**config.mk**
```make
export PLATFORM = sky130hd
export DESIGN_NAME = pc_update_unit
export DESIGN_NICKNAME = d
export VERILOG_FILES = /design/src/rtl/pc_update_unit.sv
export SDC_FILE = /design/constraint.sdc
export NUM_CORES = 1
export LEC_CHECK = 0
export ABC_AREA = 1
export ABC_CLOCK_PERIOD_IN_PS = 1980
export BUFFER_PORTS_ARGS = -buffer_cell sky130_fd_sc_hd__buf_4
export CORE_ASPECT_RATIO = 1.2
export CORE_MARGIN = 1
export CORE_UTILIZATION = 51
export DETAILED_ROUTE_END_ITERATION = 8
export PLACE_DENSITY = 0.78
export SYNTH_ARGS = -nofsm -noshare
export SYNTH_HDL_FRONTEND = slang
export SYNTH_SLANG_ARGS = --single-unit
```
**constraint.sdc**
```tcl
create_clock -name clk -period 1.98 [get_ports clk]
set_input_delay 0.099 -clock clk [delete_from_list [all_inputs] [get_ports clk]]
set_output_delay 0.099 -clock clk [all_outputs]
set_load 0.01 [all_outputs]
```
**src/rtl/pc_update_unit.sv**
```systemverilog
// ============================================================================
//  Module   : pc_update_unit
//  Brief    : Architectural PC holder; sequences fetch/commit handshakes and
//             selects the next PC (pc+4, pc+imm, jalr target), trapping to halt.
//  Revision : 1.0 - initial release
// ============================================================================
`default_nettype none

module pc_update_unit #(
  parameter int              XLEN      = 32,
  parameter logic [XLEN-1:0] RESET_VEC = 32'h8000_0000,
  parameter int              CNT_W     = 64
) (
  input  logic             clk,
  input  logic             rst_n,
  input  logic [1:0]       pc_src,
  input  logic [XLEN-1:0]  imm,
  input  logic [XLEN-1:0]  alu_result,
  input  logic             commit_valid,
  output logic             commit_ready,
  output logic             fetch_valid,
  input  logic             fetch_ready,
  output logic [XLEN-1:0]  fetch_pc,
  output logic [XLEN-1:0]  pc,
  output logic             halted,
  output logic [XLEN-1:0]  bad_target,
  output logic [CNT_W-1:0] instret
);

  localparam logic [1:0] c_src_seq  = 2'b00;
  localparam logic [1:0] c_src_br   = 2'b01;
  localparam logic [1:0] c_src_jalr = 2'b10;

  typedef enum logic [1:0] {
    S_BOOT  = 2'd0,
    S_FETCH = 2'd1,
    S_EXEC  = 2'd2,
    S_HALT  = 2'd3
  } state_t;

  state_t           r_state;
  logic [XLEN-1:0]  r_pc;
  logic             r_fetch_valid;
  logic             r_commit_ready;
  logic             r_halted;
  logic [XLEN-1:0]  r_bad_target;
  logic [CNT_W-1:0] r_instret;

  logic [XLEN-1:0]  w_target;
  logic             w_target_ok;

  // Illegal select reports the raw ALU value as the offending target.
  always_comb begin
    w_target = alu_result;
    case (pc_src)
      c_src_seq:  w_target = r_pc + XLEN'(4);
      c_src_br:   w_target = r_pc + imm;
      c_src_jalr: w_target = {alu_result[XLEN-1:1], 1'b0};
      default:    w_target = alu_result;
    endcase
    w_target_ok = (pc_src != 2'b11) && (w_target[1:0] == 2'b00);
  end

  always_ff @(posedge clk) begin
    if (!rst_n) begin
      r_state        <= S_BOOT;
      r_pc           <= RESET_VEC;
      r_fetch_valid  <= 1'b0;
      r_commit_ready <= 1'b0;
      r_halted       <= 1'b0;
      r_bad_target   <= '0;
      r_instret      <= '0;
    end else begin
      case (r_state)
        S_BOOT: begin
          r_state       <= S_FETCH;
          r_fetch_valid <= 1'b1;
        end
        S_FETCH: begin
          if (fetch_ready) begin
            r_state        <= S_EXEC;
            r_fetch_valid  <= 1'b0;
            r_commit_ready <= 1'b1;
          end
        end
        S_EXEC: begin
          if (commit_valid) begin
            r_commit_ready <= 1'b0;
            if (w_target_ok) begin
              r_state       <= S_FETCH;
              r_pc          <= w_target;
              r_instret     <= r_instret + CNT_W'(1);
              r_fetch_valid <= 1'b1;
            end else begin
              r_state      <= S_HALT;
              r_halted     <= 1'b1;
              r_bad_target <= w_target;
            end
          end
        end
        default: begin
          r_fetch_valid  <= 1'b0;
          r_commit_ready <= 1'b0;
        end
      endcase
    end
  end

  assign commit_ready = r_commit_ready;
  assign fetch_valid  = r_fetch_valid;
  assign fetch_pc     = r_pc;
  assign pc           = r_pc;
  assign halted       = r_halted;
  assign bad_target   = r_bad_target;
  assign instret      = r_instret;

endmodule

`default_nettype wire

```
## Yosys cells after proc, flatten, opt, wreduce, memory -nomap -nowiden

Index checks and enable logic that the tools add are counted.

- Flip-flop bits (word level): 133
- Input bits: 70
- Output and inout port bits: 163
- Word-level logic and storage cells: 42

- Add/sub/neg operators: 3
- Equality and inequality tests: 8
- Muxes and demuxes: 12
- Bitwise operators: 2
- Reductions and logical operators: 10

Operator list:

| operator | number |
|---|---|
| case mux 32 bit (3 select lines) | 1 |
| adder 64 x 1 -> 64 bit (second input constant) | 1 |
| adder 32 x 3 -> 32 bit (second input constant) | 1 |
| adder 32 bit | 1 |
| AND reduction 3 bit | 5 |
| inequality test 2 bit (second input constant) | 4 |
| zero test 2 bit | 3 |
| two-way mux 2 bit | 3 |
| case mux 1 bit (3 select lines) | 2 |
| case mux 2 bit (3 select lines) | 1 |
| two-way mux 1 bit | 5 |
| equality test 2 x 1 -> 1 bit (second input constant) | 2 |
| equality test 2 bit (second input constant) | 2 |
| nonzero test 3 bit | 1 |
| NOT 1 bit | 2 |
| logical AND 1 bit | 1 |

## Depth between registers and ports, before layout

- Depth after elaboration: 7
- Depth in mapped cells: 15
- Mapped depth without buffers: 15

## Worst setup path after synthesis

Ideal clock, no wire load.

- Path type: register -> register
- From: register r_pc[0] (netlist: fetch_pc[0])
- To: register r_pc[14] (netlist: fetch_pc[14])
- Arrival time: 2.090 ns
- Setup slack: -0.225 ns
- Stages on the path, launching flop included: 14
- Path buffers: 1
- Clock period less this slack: 2.205 ns
- Cells stage by stage: dfxtp_1 > ha_1 > inv_1 > fa_1 > inv_1 > nand2_1 > nand3_1 > inv_2 > nand2_1 > nor2_2 > nand2_2 > buf_2 > o21ai_0 > inv_1

- Word-level cells in the longest chain between the ends: 5
- Elaborated cells between the ends (all ways): 6
- Classes of those cells: add/sub: 2; mux: 1; reduce/logical: 3

Ends and longest elaborated chain:

| what | RTL line | text |
|---|---|---|
| start: declaration | 42 | `logic [XLEN-1:0] r_pc;` |
| start signal: assignment | 91 | `r_pc <= w_target;` |
| adder 32 bit / adder 32 x 3 -> 32 bit (equally long branches) | 57, 56 |  |
| case mux 32 bit (3 select lines) (*) | 55 | `case (pc_src)` |
| zero test 2 bit | 61 | `w_target_ok = (pc_src != 2'b11) && (w_target[1:0] == 2'b00);` |
| logical AND 1 bit | 61 |  |
| AND reduction 3 bit (no line) | - |  |

Every way passes the cells marked *; elsewhere a longest branch is shown, timed or not.
A chain may end at the register's enable or synchronous reset.

## Worst setup path in the final report

- From: register r_pc[0] (netlist: fetch_pc[0])
- To: register r_bad_target[8] (netlist: bad_target[8])

- Word-level cells in the longest chain between the ends: 6
- Elaborated cells between the ends (all ways): 7
- Classes of those cells: add/sub: 2; mux: 1; bitwise: 1; reduce/logical: 3

Ends and longest elaborated chain:

| what | RTL line | text |
|---|---|---|
| adder 32 bit / adder 32 x 3 -> 32 bit (equally long branches) | 57, 56 |  |
| case mux 32 bit (3 select lines) (*) | 55 |  |
| zero test 2 bit | 61 |  |
| logical AND 1 bit | 61 |  |
| NOT 1 bit (no line) | - |  |
| AND reduction 3 bit (no line) | - |  |
| end signal: assignment | 97 | `r_bad_target <= w_target;` |
| end: declaration | 46 | `logic [XLEN-1:0] r_bad_target;` |

Marked as above.

==> impl_results.md <==
- Post-synth net total: 1979
- Synth-to-layout area growth: 42.6%
- Largest fanout of any net on the critical path: 9
- Antenna violations before repair: 0
- Cell area after synthesis: 10900 um^2
- Critical Path Start Type: flop
- Worst supply voltage drop on vdd: 0.359 mV
- Final setup margin: -0.454 ns
- Cts bufs inserted: 17
- Cell Rows: 58
- Effective utilization at floorplan: 52.0%
- Clock Root Buffer: clkbuf_16
- Warnings from Yosys: 0
- Violation count after the first detailed-route iteration: 1027
- Via count of the routed design: 14.2k
- Wire length of the first global-routing pass: 70000 um
- Die Ht: 162 um
- Share of power burned in registers: 33.1%
- Worst min-delay path class: primary input to flop
- Violated checks: negative setup slack
- Number of enable-type register cells in the synthesized netlist: 0
- Clk sink count: 133
- Clock slew at the register clock pins of the worst setup and hold paths: 0.06 ns
- Leakage: 7.79 nW
- Number of buffers on the longest clock path: 2
- Total GRT Usage: 41.4%
- Post-layout net count: 2416
- Switch share: 32.6%
- Status: finished, violations left
- CTS HTree Levels: 4
- Int Power: 0.00613 W
- Diode insertion count for antenna repair: 0
- Chip width: 135 um
- RePlAce Congestion: 1.07
- Tcrit/Tclk final: 123%
- Post-detailed-route wirelength per cell: 17.9 um
- Most used flip-flop cell after synthesis: dfxtp_1
- Worst-skew pair later-pin latency: 0.43 ns
- Tightest Pin Transition: 0.487 ns
- Mean instance size in the synthesized netlist: 5.81 um^2
- Highest achievable clock rate: 411 MHz
- Drt pass-1 iters: 6
- Fin util: 74.1%
- Residual DRC: 0
- Post-layout instance count excluding filler cells: 2590
- Final min period: 2.43 ns
- Number of nets with antenna violations after detailed routing: 0
- WP data arrival: 2.75 ns
- Max-cap violations: 0
- Area enclosed by the die boundary: 21900 um^2
- Final Power: 0.00909 W
- Vias in the first global route: 13.9k
- CTS tree: done
- Layout cell share with drive strength beyond 1: 26.5%
- Global route overflow: 0
- Gate count after technology mapping: 1870
- Number of placed instances, taps included: 2538
- Clock network fraction of design power: 37.5%
- Vias per cell: 5.48
- Placed wire-length estimate after detailed placement: 35700 um
- I/O pin count: 233
- PD cells: 587 nW/um^2
- Pin count of the biggest net entering global routing: 41
- Type of the setup path with the least slack: flop to flop
- Async set or reset register ratio after synthesis: 0%
- Post-synthesis register bit count: 133
- Worst slack, placed: -0.413 ns
- Worst-case clock skew: 0.00878 ns
- Share of synthesized area occupied by flip-flops and latches: 24.5%
- Net load switching power: 0.00296 W
- Setup repair after global routing missed its margin: yes
- IO buf count: 232
- Required @ worst endpoint: 2.30 ns
- Routed Wire Length: 46300 um
- Fraction of power consumed by combinational cells: 29.4%
- Nature of the critical path endpoint: flop
- Count of endpoints failing hold in the final timing report: 0
- Core Region: 20900 um^2
- Endpoints failing setup: 131
- Relative slew margins: 67.5%
- Max Slew Vio Count: 0
- Unique masters post-synth: 50
[stage by stage]
| stage | cell area [um^2] | hold WS, ns | TNS (ns) |
|---|---|---|---|
| after detailed placement | 14400 | 0.446 | -30.43 |
| after CTS | 15200 | 0.0140 | -30.32 |
| after global placement | 14400 | 0.414 | -22.31 |
| final | 15500 | 0.0273 | -38.03 |
| after global routing | 15500 | 0.0496 | -51.40 |
| after floorplan | 11000 | 0.293 | -3.61 |
[cell families after synthesis]
family          count (synthesis)  synth area share, %
simple gates                 1053                 41.9
compound gates                257                 12.3
buf+inv                       352                 13.9
flops                         133                 24.5
fa+ha+maj                      39                 4.56
xor+xnor                       36                 2.90
[area by class of cell]
class | instances | area [um^2]
inverters | 274 | 1030
flip-flops and latches | 133 | 2670
clock inverters | 12 | 178
repair buffers | 496 | 3950
well taps | 270 | 338
multi-input cells | 1385 | 6900
clock buffers | 20 | 437
fillers | 1793 | 5410
[routing by layer]
layer,vias to the layer above,routed length (um),track usage [%]
met5,-,0,0
met4,0,3410,28.7
met3,234,3240,7.15
met2,724,22800,74.1
met1,6443,16800,43.7
li1,6800,-,-
[Yosys cell counts (2+ instances only)]
cell / count / area, um^2
nand2_1: 574 / 2150
inv_1: 268 / 1010
nor2_1: 204 / 766
a21oi_1: 135 / 676
dfxtp_1: 133 / 2660
nand3_1: 122 / 611
o21ai_0: 87 / 435
nor3_1: 46 / 230
buf_4: 40 / 300
ha_1: 38 / 475
nand4_1: 38 / 238
xor2_1: 24 / 210
clkbuf_1: 18 / 67.6
or2_2: 15 / 93.8
buf_2: 13 / 65.1
nor2_2: 12 / 75.1
o21ai_1: 12 / 60.1
xnor2_1: 12 / 105
a31oi_1: 8 / 50.1
inv_2: 5 / 18.8
nand3b_1: 5 / 37.5
a211oi_1: 4 / 30.0
and2_1: 4 / 25.0
buf_1: 4 / 15.0
nand2_2: 4 / 25.0
nor2_4: 4 / 45.0
nor4_1: 4 / 25.0
and3_1: 3 / 18.8
buf_6: 3 / 33.8
nand2_4: 3 / 33.8
nor3_2: 3 / 30.0
a21o_1: 2 / 15.0
nor3b_1: 2 / 15.0
nor3b_2: 2 / 25.0
o211ai_1: 2 / 15.0
o21a_1: 2 / 15.0
o21bai_1: 2 / 15.0
[cell usage in the layout (no fill, tap or decap), drive strengths merged, types with 5 or more instances in the layout]
cell,synthesis,layout
a21oi,135,135
a31oi,8,8
buf,60,495
clkbuf,18,21
clkinv,1,6
dfxtp,133,133
ha,38,38
inv,273,275
nand2,581,581
nand3,124,124
nand3b,5,5
nand4,39,39
nor2,221,221
nor3,50,50
nor4,5,5
o21ai,99,99
or2,16,16
xnor2,12,12
xor2,24,24
[power by group through the flow]
stage                     Sequential, W  Clock (W)  Combinational, W
after global placement          0.00304          0           0.00234
after CTS                       0.00299    0.00341           0.00251
after detailed placement        0.00305          0           0.00240
after global routing            0.00301    0.00353           0.00290
after floorplan                 0.00311          0           0.00127
final                           0.00301    0.00341           0.00268
[state kept, by name (all words and copies together) (netlist names)]
name / flops
fetch_pc: 32
commit_ready: 1
fetch_valid: 1
instret: 64
halted: 1
bad_target: 32
r_state: 2
[timing repair]
item                       4_1_cts  5_1_grt
gates cloned                     3        2
setup endpoints to repair      130      131
buffers inserted                 6       10
hold buffers                     0        0
pin swaps                        6        6
gates resized for setup         29       47
[worst max-delay path, stage by stage, from the launching register on]
cell	delay (ns)
dfxtp_4	0.36
ha_4	0.12
inv_2	0.03
fa_1	0.49
inv_1	0.05
nand2_1	0.07
nand3_2	0.09
inv_2	0.11
nand2_1	0.10
nor2_4	0.21
nor2_4	0.13
buf_8	0.17
nor2_1	0.11
nor2_1	0.08
o21ai_1	0.15
inv_1	0.06
[worst paths after layout]
kind / from / endpoint / slack [ns] / depth (start not counted)
worst max register to register: fetch_pc[0] / bad_target[8] / -0.45 / 15
worst min register to register: halted / halted / 0.48 / 2
worst max-delay path: fetch_pc[0] / bad_target[8] / -0.45 / 15
worst min-delay path: alu_result[17] / fetch_pc[17] / 0.03 / 5
(Power assumes the default switching activity.)
